===== src/rtl/l17_pkg.sv =====
// Shared definitions for the layer-17 write-side z/pixel counter:
// mode encodings, zmax lookup and the control state enum.
package l17_pkg;

    localparam logic [2:0] MODE_1 = 3'd1;
    localparam logic [2:0] MODE_2 = 3'd2;
    localparam logic [2:0] MODE_3 = 3'd3;
    localparam logic [2:0] MODE_4 = 3'd4;

    localparam logic [3:0] ZMAX_QTR  = 4'd3;
    localparam logic [3:0] ZMAX_HALF = 4'd7;
    localparam logic [3:0] ZMAX_FULL = 4'd15;

    typedef enum logic [1:0] {
        ST_IDLE  = 2'd0,
        ST_RUN   = 2'd1,
        ST_DRAIN = 2'd2,
        ST_DONE  = 2'd3
    } state_e;

    // Same wrap limit the read-side z counter uses for each layer mode.
    function automatic logic [3:0] zmax_of(input logic [2:0] mode);
        logic [3:0] r;
        case (mode)
            MODE_1, MODE_3, MODE_4: r = ZMAX_HALF;
            MODE_2:                 r = ZMAX_QTR;
            default:                r = ZMAX_FULL;
        endcase
        return r;
    endfunction

endpackage


===== src/rtl/l17_wr_skid.sv =====
// Two-entry valid/ready skid buffer; in_ready is a flop so the
// upstream handshake has no combinational path from downstream.
module l17_wr_skid
    import l17_pkg::*;
#(
    parameter int DATA_W = 16
) (
    input  logic              clk,
    input  logic              rst,
    input  logic              allow_d,
    input  logic              in_valid,
    input  logic [DATA_W-1:0] in_data,
    output logic              in_ready,
    output logic              out_valid,
    output logic [DATA_W-1:0] out_data,
    input  logic              out_ready
);

    logic [1:0]        cnt_q, cnt_d;
    logic [DATA_W-1:0] e0_q, e0_d;
    logic [DATA_W-1:0] e1_q, e1_d;
    logic              rdy_q, rdy_d;
    logic              push;
    logic              pop;

    assign push      = in_valid & rdy_q;
    assign pop       = (cnt_q != 2'd0) & out_ready;
    assign in_ready  = rdy_q;
    assign out_valid = (cnt_q != 2'd0);
    assign out_data  = e0_q;

    // FIFO occupancy update; e0 is always the head entry.
    always_comb begin
        cnt_d = cnt_q;
        e0_d  = e0_q;
        e1_d  = e1_q;
        unique case ({push, pop})
            2'b10: begin
                if (cnt_q == 2'd0) e0_d = in_data;
                else               e1_d = in_data;
                cnt_d = cnt_q + 2'd1;
            end
            2'b01: begin
                e0_d  = e1_q;
                cnt_d = cnt_q - 2'd1;
            end
            2'b11: begin
                if (cnt_q == 2'd1) begin
                    e0_d = in_data;
                end else begin
                    e0_d = e1_q;
                    e1_d = in_data;
                end
            end
            default: ;
        endcase
        rdy_d = allow_d & (cnt_d < 2'd2);
    end

    // Buffer storage and registered ready.
    always_ff @(posedge clk or negedge rst) begin
        if (!rst) begin
            cnt_q <= 2'd0;
            e0_q  <= '0;
            e1_q  <= '0;
            rdy_q <= 1'b0;
        end else begin
            cnt_q <= cnt_d;
            e0_q  <= e0_d;
            e1_q  <= e1_d;
            rdy_q <= rdy_d;
        end
    end

endmodule


===== src/rtl/z_wr_addr_l17.sv =====
// Layer-17 write-side z/pixel counter feeding the output fmap memory.
// Optional L17_WR_SKID_EN inserts a registered-ready skid buffer.
module z_wr_addr_l17
    import l17_pkg::*;
#(
    parameter int DATA_W = 16,
    parameter int PIX    = 196,
    parameter int ADDR_W = 12
) (
    input  logic              clk,
    input  logic              rst,
    input  logic              start,
    input  logic [2:0]        u,
    input  logic              in_valid,
    input  logic [DATA_W-1:0] in_data,
    output logic              in_ready,
    input  logic              mem_ready,
    output logic              wr_en,
    output logic [ADDR_W-1:0] wr_addr,
    output logic [DATA_W-1:0] wr_data,
    output logic              z_wrap,
    output logic              busy,
    output logic              done
);

    localparam int PIX_W = (PIX > 1) ? $clog2(PIX) : 1;
    localparam int CNT_W = PIX_W + 5;

    state_e            state_q, state_d;
    logic [2:0]        u_q, u_d;
    logic [3:0]        z_q, z_d;
    logic [PIX_W-1:0]  pix_q, pix_d;
    logic              wr_en_q, wr_en_d;
    logic [ADDR_W-1:0] wr_addr_q, wr_addr_d;
    logic [DATA_W-1:0] wr_data_q, wr_data_d;
    logic              z_wrap_q, z_wrap_d;
    logic              done_q, done_d;

    logic              core_valid;
    logic [DATA_W-1:0] core_data;
    logic              core_ready;
    logic              xfer;
    logic              acc;
    logic [3:0]        zmax;
    logic              last_z;
    logic              last_pix;

    assign core_ready = (state_q == ST_RUN) & (!wr_en_q | mem_ready);
    assign xfer       = core_valid & core_ready;
    assign acc        = wr_en_q & mem_ready;
    assign zmax       = zmax_of(u_q);
    assign last_z     = (z_q == zmax);
    assign last_pix   = (pix_q == PIX_W'(PIX - 1));

`ifdef L17_WR_SKID_EN
    logic [CNT_W-1:0] left_q, left_d;
    logic             allow_d;

    l17_wr_skid #(
        .DATA_W(DATA_W)
    ) u_skid (
        .clk      (clk),
        .rst      (rst),
        .allow_d  (allow_d),
        .in_valid (in_valid),
        .in_data  (in_data),
        .in_ready (in_ready),
        .out_valid(core_valid),
        .out_data (core_data),
        .out_ready(core_ready)
    );

    // Words still to accept upstream, so the buffer never holds
    // anything past the frame's final word.
    always_comb begin
        left_d = left_q;
        if (state_q == ST_IDLE && start) begin
            left_d = CNT_W'(PIX)
                   * (CNT_W'(zmax_of(u)) + CNT_W'(1));
        end else if (in_valid && in_ready) begin
            left_d = left_q - CNT_W'(1);
        end
        allow_d = (state_d == ST_RUN) & (left_d != '0);
    end

    // Upstream word budget register.
    always_ff @(posedge clk or negedge rst) begin
        if (!rst) left_q <= '0;
        else      left_q <= left_d;
    end
`else
    assign core_valid = in_valid;
    assign core_data  = in_data;
    assign in_ready   = core_ready;
`endif

    // Next-state, counter and output-register logic.
    always_comb begin
        state_d   = state_q;
        u_d       = u_q;
        z_d       = z_q;
        pix_d     = pix_q;
        wr_en_d   = wr_en_q;
        wr_addr_d = wr_addr_q;
        wr_data_d = wr_data_q;
        z_wrap_d  = z_wrap_q;
        done_d    = 1'b0;

        if (xfer) begin
            wr_en_d   = 1'b1;
            wr_addr_d = ADDR_W'({pix_q, z_q});
            wr_data_d = core_data;
            z_wrap_d  = last_z;
        end else if (acc) begin
            wr_en_d  = 1'b0;
            z_wrap_d = 1'b0;
        end

        unique case (state_q)
            ST_IDLE: begin
                if (start) begin
                    u_d     = u;
                    z_d     = 4'd0;
                    pix_d   = '0;
                    state_d = ST_RUN;
                end
            end
            ST_RUN: begin
                if (xfer) begin
                    if (last_z) begin
                        z_d = 4'd0;
                        if (last_pix) state_d = ST_DRAIN;
                        else          pix_d   = pix_q + 1'b1;
                    end else begin
                        z_d = z_q + 4'd1;
                    end
                end
            end
            ST_DRAIN: begin
                if (acc) begin
                    state_d = ST_DONE;
                    done_d  = 1'b1;
                end
            end
            ST_DONE: state_d = ST_IDLE;
            default: state_d = ST_IDLE;
        endcase
    end

    // Control FSM with registered write-port outputs.
    always_ff @(posedge clk or negedge rst) begin
        if (!rst) begin
            state_q   <= ST_IDLE;
            u_q       <= 3'd0;
            z_q       <= 4'd0;
            pix_q     <= '0;
            wr_en_q   <= 1'b0;
            wr_addr_q <= '0;
            wr_data_q <= '0;
            z_wrap_q  <= 1'b0;
            done_q    <= 1'b0;
        end else begin
            state_q   <= state_d;
            u_q       <= u_d;
            z_q       <= z_d;
            pix_q     <= pix_d;
            wr_en_q   <= wr_en_d;
            wr_addr_q <= wr_addr_d;
            wr_data_q <= wr_data_d;
            z_wrap_q  <= z_wrap_d;
            done_q    <= done_d;
        end
    end

    assign wr_en   = wr_en_q;
    assign wr_addr = wr_addr_q;
    assign wr_data = wr_data_q;
    assign z_wrap  = z_wrap_q;
    assign done    = done_q;
    assign busy    = (state_q != ST_IDLE);

endmodule


===== config.mk =====
export PLATFORM = sky130hd
export DESIGN_NAME = z_wr_addr_l17
export DESIGN_NICKNAME = d
export VERILOG_FILES = /design/src/rtl/l17_pkg.sv /design/src/rtl/l17_wr_skid.sv /design/src/rtl/z_wr_addr_l17.sv
export SDC_FILE = /design/constraint.sdc
export NUM_CORES = 1
export LEC_CHECK = 0
export BUFFER_PORTS_ARGS = -buffer_cell sky130_fd_sc_hd__buf_4
export CAP_MARGIN = 30
export CORE_AREA = 4 4 72 91
export CTS_BUF_LIST = sky130_fd_sc_hd__clkbuf_4 sky130_fd_sc_hd__clkbuf_8
export DETAILED_ROUTE_END_ITERATION = 8
export DIE_AREA = 0 0 76 95
export PLACE_DENSITY_LB_ADDON = 0.05
export SYNTH_ARGS = -nofsm -noshare
export SYNTH_HDL_FRONTEND = slang
export SYNTH_SLANG_ARGS = --single-unit

===== constraint.sdc =====
create_clock -name clk -period 2.56 [get_ports clk]
set_input_delay 0.128 -clock clk [delete_from_list [all_inputs] [get_ports clk]]
set_output_delay 0.128 -clock clk [all_outputs]
set_load 0.05 [all_outputs]

======== Word level (Yosys, flattened, before mapping) ========
Cells that the tools add are included.
word-level totals
  flip-flop bits (word level) ............. 48
  output and inout bits ................... 33
  word-level logic and storage cells ...... 61
cells by class
  $add $sub $neg .......................... 2
  equal/unequal tests ..................... 15
  mux-type cells .......................... 21
  bitwise logic cells ..................... 4
  reductions and logical operators ........ 10
operators with widths
  kind                                                 number
  two-way mux 8 bit                                    4
  case mux 4 bit (2 select lines)                      2
  case mux 8 bit (2 select lines)                      1
  two-way mux 4 bit                                    3
  inequality test 2 bit, second input constant         6
  two-way mux 2 bit                                    5
  AND reduction 5 bit                                  2
  adder 8 x 1 -> 8 bit, second input constant          1
  equality test 8 bit, second input constant           1
  case mux 2 bit (4 select lines)                      1
  equality test 3 x 2 -> 1 bit, second input constant  2
  nonzero test 2 bit                                   3
  two-way mux 1 bit                                    5
  adder 4 x 1 -> 4 bit, second input constant          1
  equality test 2 bit, second input constant           2
  equality test 4 bit                                  1
  bitwise AND 1 bit                                    3
  equality test 3 x 1 -> 1 bit, second input constant  1
  equality test 3 bit, second input constant           1
  AND reduction 3 bit                                  1
  OR reduction 3 bit                                   1
  equality test 2 x 1 -> 1 bit, second input constant  1
  zero test 2 bit                                      1
  AND reduction 2 bit                                  1
  2 further kinds                                      2

======== Logic depth before layout (Yosys ltp) ========
Gate-level depths: netlist (run 1).
  depth in word-level cells ............... 7
  mapped depth ............................ 8

======== Least setup slack after synthesis (run 1) ========
Ideal clock, no wire load.
  path type ............................... register to register
  from .................................... register z_q[2]
  to ...................................... register pix_q[7]
  setup time .............................. 0.069 ns
  arrival time ............................ 1.893 ns
  required time ........................... 2.491 ns
  slack ................................... 0.598 ns
  stages on the path, launching flop included .. 7
  path buffers ............................ 1
  clock period less this slack ............ 1.962 ns
  cells stage by stage .................... dfrtp_1 > or4_4 > a21oi_4 > nor2_2 > buf_6 > or4_1 > nand3_1
between the ends
  word-level cells in the longest chain between the ends .. 3
ends and longest elaborated chain
  item                             line                  text
  start, declared                  z_wr_addr_l17.sv:31   logic [3:0] z_q, z_d;
  start signal, assigned           z_wr_addr_l17.sv:165  z_q <= z_d;
  equality test 4 bit              z_wr_addr_l17.sv:52   assign last_z = (z_q == zmax);
  inequality test 2 bit (no line)  -
  AND reduction 5 bit (no line)    -
  end signal, assigned             z_wr_addr_l17.sv:166  pix_q <= pix_d;
  end, declared                    z_wr_addr_l17.sv:32   logic [PIX_W-1:0] pix_q, pix_d;
Every way passes these cells.
A chain may end at the register's enable or synchronous reset.

======== Worst setup path after layout (run 1) ========
  from .................................... register z_q[2]
  to ...................................... register pix_q[1]
Same word-level chain as after synthesis.

==> results.md, run 1 <==
- The flow ran to the end, and the final reports show no timing, DRC or antenna violations.
- For this design the static power due to leakage is 1.47 nW.
- The growth of design area from synthesis to finish is 27.6%.
- Yosys attributes the largest share of cell area to dfrtp_1 (54%), nand2_1 (17%), ha_1 (3.4%).
- Yosys mapped the design onto 39 distinct sky130hd cell types.
- Once the clock tree was built, the setup fixing pass inserted 0 buffers.
- The first-pass GRT wire length is 9110 um.
- The hold violation total from the final report is 0.
- The total of warnings raised by yosys is 0.
- The required time reported for the critical path endpoint is 2.77 ns.
- The clock transition at the registers of the reported paths is 0.09 ns.
- The area of the die is 7220 um2.
- The worst hold-check path type is in2reg.
- The largest clock skew in the final design is 0.00303 ns.
- The post-detailed-route via-to-cell ratio is 4.98.
- The filler cell count is 534.
- The later-pin clock latency in the skew report is 0.29 ns.
- Subtracting the final worst setup slack from the clock period gives 2.02 ns.
- For this design the ratio of total power to cell area is 1300 nW/um2.
- By startpoint and endpoint, the worst setup path is classified as reg2reg.
- For this block, the initial DRC count from the detailed router was 73.
- For this block, the via count after detailed routing is 1852.
- Static timing analysis puts the maximum clock frequency at 495 MHz.
- For this run, design rule violations remaining after detail routing come to 0.
- In the final timing run, aggregate negative setup slack is 0 ns.
- The final core utilization is 50.0%.
- Setup violations remaining at the end of the flow were counted as 0.
- The fraction of final layout cells sized beyond drive strength 1 is 24.8%.
- The maximum fanout along the worst path is 11.
- Synthesis produced a netlist with a net count of 276.
- The largest buffer count on any clock path is 2.
- The number of flops mapped to enable cells by yosys is 0.
- The data arrival time of the critical path is 2.24 ns.
- The pin count of the biggest net entering global routing is 49.
- The maximum resistive drop on vdd is 0.000448 V.
- Once placement finished, the instance area stood at 2730 um2.
- The deepest level of the CTS H-tree is 2.
- The number of clock sinks is 48.
- The proportion of register bits with asynchronous set or reset after synthesis is 100%.
- A synthesized cell averages 9.09 um2.
- STA classifies the critical path endpoint as a flop.
- The final layout contains 335 nets.
- The root buffer selected by CTS is clkbuf_8.
- Of the available clock period, the critical path in the final layout requires 79.0%.
- The area share of the largest cell type after synthesis is 53.7%.
- The starting utilization of the core area is 39.2%.
- The die boundary height is 95 um.
- The clock tree from TritonCTS is done.
- The synthesized netlist occupies a cell area of 2240 um2.
- The max-slew violation count is 0.
- The post-synthesis instance total is 246.
- Wires add up to 5020 um.
- The total inserted antenna cells is 0.
- Measured along the x axis, the die boundary spans 76 um.
- The proportion of synthesized chip area in sequential cells is 53.7%.
- The number of antenna violations at the first check in global routing was 0.
- The number of global-route vias before repair was 1846.
- The count of input and output buffers is 56.
- The top-level port count is 57.
- The site row count is 31.
- In the global route stage, overall resource usage came out at 15.4%.
- The max-cap check violation count is 0.
- The total clock buffers created by CTS is 5.
- The count of nets left with antenna violations once routing finished came out at 0.
- The synthesized design contains 48 register bits.
- After global routing the overflow that remains totals 0.
- The remaining max-slew budget at the tightest pin is 59.2%.
- The largest area contributor in the netlist is dfrtp_1.
- The area inside the core boundary is 5700 um2.
- For the pin with the worst max-slew slack, the measured transition is 0.612 ns.
- The congestion estimate from routability-driven global placement came to 0.877.
- The first detailed-routing pass took 4 iterations.
- The average detailed-routed wire length per instance is 13.5 um.
- Summed over all nets, the half-perimeter wirelength after detailed placement is 3730 um.
- The finished cells cover 2850 um2.
- The commonest register cell after synthesis is dfrtp_1.
- Setup repair after global routing left no endpoint under its margin.
- The element type at the critical path start is a flop.
cells in the mapped netlist, types with 3 or more instances:
library cell	n
dfrtp_1	48
or4_1	3
o21ai_1	3
ha_1	6
nand2_1	102
o21ai_0	6
mux2i_1	4
nor2_1	4
and3_1	4
nand3_1	12
nand2b_1	6
clkbuf_1	9
mux2_2	3
o211ai_1	3
inv_1	5
sequential cells by signal, indices dropped and copies added (netlist names):
signal	cells
z_q	4
wr_en	1
u_q	3
z_wrap	1
pix_q	8
wr_addr	12
state_q	2
wr_data	16
done	1
power breakdown:
group | total (W) | internal, W | switching (W) | leakage [nW]
logic | 0.00194 | 0.000610 | 0.00133 | 0.792
registers | 0.00123 | 0.00104 | 0.000187 | 0.625
clock network | 0.000540 | 0.000289 | 0.000251 | 0.0541
final timing paths:
path	start	end	slack, ns	cells past startpoint
setup / recovery	z_q[2]	pix_q[1]	0.54	5
hold / removal	in_data[0]	wr_data[0]	0.02	3
setup reg to reg	z_q[2]	pix_q[1]	0.54	5
hold reg to reg	wr_addr[8]	wr_addr[8]	0.48	2
max in group asynchronous	rst	u_q[2]	1.77	2
min in group asynchronous	rst	wr_addr[8]	0.38	2
metal layers:
layer  wire [um]  part of all wire [%]  GRT usage (%)  up-vias
met4          70                   1.4           5.49        0
met2        2440                    49           25.9       46
met3         267                   5.3           4.20        6
li1            -                     -              -      935
met1        2250                    45           18.9      865
met5           0                     0              0        -
worst max-delay path, stage by stage, from the launching register on:
cell	delay, ns
dfrtp_1	0.45
or4_4	0.57
a21oi_4	0.17
nor2_2	0.12
or4_1	0.52
o211ai_1	0.10
through the flow:
| stage | total power, W | hold WS (ns) | worst slack (ns) | instances |
|---|---|---|---|---|
| CTS | 0.00377 | 0.00834 | 0.525 | 372 |
| floorplan | 0.00258 | -0.168 | 0.598 | 246 |
| detailed placement | 0.00321 | 0.195 | 0.549 | 363 |
| global placement | 0.00319 | 0.192 | 0.586 | 363 |
| global route | 0.00399 | 0.00291 | 0.440 | 372 |
| finish | 0.00371 | 0.0196 | 0.538 | 372 |
cells in the final DEF (no fill, tap or decap), drive strengths merged, types with 2 or more instances in the layout:
| cell | count |
|---|---|
| dfrtp | 48 |
| or4 | 4 |
| and3 | 4 |
| nand2b | 6 |
| a31oi | 2 |
| mux2 | 4 |
| o211ai | 3 |
| nor2 | 5 |
| nand3 | 12 |
| buf | 61 |
| nand2 | 102 |
| clkbuf | 5 |
| inv | 5 |
| nor2b | 2 |
| a21oi | 2 |
| nand3b | 2 |
| o21ai | 9 |
| mux2i | 4 |
| ha | 6 |
| nor3 | 2 |
repair_timing:
item / in CTS / in global routing
resized for setup: 0 / 0
hold endpoints to repair: 48 / 0
hold buffers: 1 / 0
cell families after synthesis:
family | Yosys count | share of synthesized area (%)
and+or+nand+nor | 147 | 29.5
DFF | 48 | 53.7
AOI/OAI and AO/OA | 21 | 6.38
buffers and inverters | 15 | 2.85
muxes | 8 | 3.81
adders and majority gates | 6 | 3.36
xor gates and xnor gates | 1 | 0.392
layout make-up:
type | instances | area [um2] | share of cell area, %
flip-flops and latches | 48 | 1200 | 42.1
multi-input cells | 183 | 971 | 34.0
repair buffers | 62 | 468 | 16.4
well taps | 66 | 82.6 | 2.89
clock buffers | 5 | 68.8 | 2.41
clock inverters | 3 | 42.5 | 1.49
inverters | 5 | 18.8 | 0.658
No activity file was read; power rests on OpenSTA's default activity.
==> run 2: changes to the inputs <==
clock period = 2.1 ns   (was 2.56 ns; I/O delays follow)
==> results.md, run 2 (synthesis results as in run 1) <==
- The clock transition at the registers of the reported paths is 0.09 ns (about the same).
- The total inserted antenna cells is 0 (unchanged).
- The average detailed-routed wire length per instance is 13.5 um (+0.18%).
- The biggest cell delay along the critical path is 0.54 ns (-0.03 ns).
- The met3 routed wirelength is 258 um (-3.4%).
- The site row count is 31 (unchanged).
- The standby leakage power is 1.56 nW (+5.8%).
- The category of the critical setup timing path is reg2reg.
- The startpoint identified for the worst register-to-register timing path is u_q[0].
- The setup-violating endpoint count in the final report is 0 (unchanged).
- The pin count of the biggest net entering global routing is 49 (unchanged).
- The routed length on met2 is 2600 um (+6.4%).
- The setup slack of the worst register-to-register path is 0.17 ns (-0.37 ns).
- The post-detailed-route via-to-cell ratio is 5.00 (+0.43%).
- The fraction of final layout cells sized beyond drive strength 1 is 24.1% (-0.69 points).
- The element type at the critical path start is a flop.
- The worst setup path is captured at a flop.
- The via total after detailed routing is 1945 (+5.0%).
- Walking the worst path, the cells encountered are or4_4 -> a21oi_4 -> nor2_2 -> or4_1 -> o211ai_1.
- The highest metal layer carrying signal wires in the routed design is met4.
- The growth of design area from synthesis to finish is 36.4%.
- Setup repair after global routing left no endpoint under its margin.
- The remaining routing DRC violations came to 0 (unchanged).
- The starting utilization of the core area is 39.2% (unchanged).
- The slack of the critical path came to 0.169 ns (-0.370 ns).
- The largest buffer count on any clock path is 2 (unchanged).
- The placed wire-length estimate after detailed placement was 3750 um (+0.68%).
- The combined buffer and inverter count along the critical path is 0 (unchanged).
- The flip-flop count of the largest register, all copies and words added is 16 (unchanged).
- The largest clock skew in the final design came to 0.00752 ns (+0.00449 ns).
- The global placement routability congestion is 0.857 (-2.3%).
- The number of DRC markers after the initial detailed-route iteration is 77 (+5.5%).
- The worst-case hold slack is 0.0376 ns (+0.0180 ns).
- The transition time at the pin with the least slew margin is 0.613 ns (+0.00136 ns).
- The time the worst path needs with I/O delays and setup came to 1.93 ns (-0.0905 ns).
- The cell depth of the worst setup path was 5 (unchanged).
- The achievable clock frequency is 518 MHz (+4.7%).
- The hold violation total from the final report is 0 (unchanged).
- The number of clock sinks is 48 (unchanged).
- The root buffer selected by CTS is clkbuf_8.
- The worst-path cell with the longest stage delay is or4_4.
- TritonCTS built the clock tree.
- The area of the die is 7220 um2 (unchanged).
- The deepest level of the CTS H-tree came to 2 (unchanged).
- The endpoint identified for the worst register-to-register timing path is pix_q[1].
- The routed wire length is 5260 um (+4.8%).
- The count of input and output buffers is 56 (unchanged).
- The global route total overflow is 0 (unchanged).
- The die boundary height is 95 um (unchanged).
- The total power per unit cell area is 1540 nW/um2 (+18%).
- The depth of the most critical reg-to-reg path came to 5 (unchanged).
- The total clock buffers created by CTS came to 5 (unchanged).
- The max-cap check violation count was 0 (unchanged).
- The area inside the core boundary came to 5700 um2 (unchanged).
- The buffer count from post-CTS setup fixing is 0 (unchanged).
- The worst hold-check path type is in2reg.
- The data arrival time of the critical path came to 2.15 ns (-0.09 ns).
- The remaining max-slew budget at the tightest pin is 59.1% (-0.090 points).
- The first-pass GRT wire length is 9250 um (+1.5%).
- The flow ran to the end, and the final reports show no timing, DRC or antenna violations.
- The total design power came to 0.00469 W (+27%).
- The minimum setup slack after placement is 0.150 ns (-0.399 ns).
- The later-pin clock latency in the skew report is 0.30 ns (about the same).
- The global-route usage over all layers is 15.5% (+0.18 points).
- The maximum fanout along the worst path is 11 (unchanged).
- The number of global-route vias before repair is 1939 (+5.0%).
- The summed negative setup slack over all endpoints is 0 ns (unchanged).
- The end point of the critical path is pix_q[1].
- The family with the most delay on the worst path is simple AND/OR/NAND/NOR gates.
- The total iterations of the first detailed-routing run was 4 (unchanged).
- The maximum resistive drop on vdd is 0.000740 V (+65%).
- Leaving out fill and tap cells, the most frequent cell in the layout is nand2_1.
- The met1 wire length is 2330 um (+3.9%).
- The first element of the critical path is u_q[0].
- The final critical-path share of the clock period is 92.0% (+13 points).
- The library cells used most frequently in the layout, excluding fill and tap cells, are nand2_1 (102), buf_4 (63), dfrtp_1 (48).
- The top-level port count is 57 (unchanged).
- The final core utilization was 53.5% (+3.4 points).
- The horizontal die dimension is 76 um (unchanged).
- The max-slew violation count is 0 (unchanged).
- The total number of nets in the final design came to 353 (+5.4%).
- The count of nets left with antenna violations after detail routing was 0 (unchanged).
- The number of antenna violations at the first check in global routing was 0 (unchanged).
- The required time reported for the critical path endpoint came to 2.32 ns (-0.45 ns).
-- run 2: changes by cell type in the layout (fill, tap and decap cells not counted), sizes merged --
cell / change
clkinvlp: -1
dlygate4sd3: +16
buf: +2
bufinv: +1
clkinv: -1
-- run 2: final cells by class --
class | instances | area, um2
Clock buffer | 5 | 68.8
Clock inverter | 2 | 60.1
Fill cell | 528 | 2650
Inverter | 5 | 18.8
Multi-Input combinational cell | 183 | 975
Sequential cell | 48 | 1200
Tap cell | 66 | 82.6
Timing Repair Buffer | 80 | 643
-- run 2: metal layers --
metal / vias up / GRT usage, %
li1: 968 / -
met1: 927 / 19.0
met2: 44 / 26.4
met3: 6 / 4.10
met4: 0 / 5.64
met5: - / 0
-- run 2: worst min-delay path by stage --
stage	from	end	cells after the start
after detailed placement	rst	wr_data[3]	1
after global routing	u[2]	u_q[2]	2
after global placement	rst	wr_data[3]	1
final	u[1]	u_q[1]	2
after floorplan	rst	done	0
after CTS	u[1]	u_q[1]	2
-- run 2: worst register-to-register path, stage by stage (launching register included) --
cell      delay [ns]
dfrtp_1         0.41
or4_4           0.54
a21oi_4         0.17
nor2_2          0.12
or4_1           0.52
o211ai_1        0.10
-- run 2: repair_timing --
action | 4_1_cts | 5_1_grt
hold buffers | 17 | 0
resized for setup | 0 | 1
setup endpoints to repair | 0 | 2
hold endpoints to repair | 64 | 0
-- run 2: metrics by stage --
step,cells,area [um2]
5_1_grt,389,3050
2_1_floorplan,246,2240
3_5_place_dp,365,2750
3_3_place_gp,365,2750
6_report,389,3050
4_1_cts,389,3050
-- run 2: power by group --
group / switching (W) / internal (W) / total (W)
combinational: 0.00164 / 0.000783 / 0.00243
sequential: 0.000224 / 0.00127 / 0.00149
clock: 0.000306 / 0.000469 / 0.000775
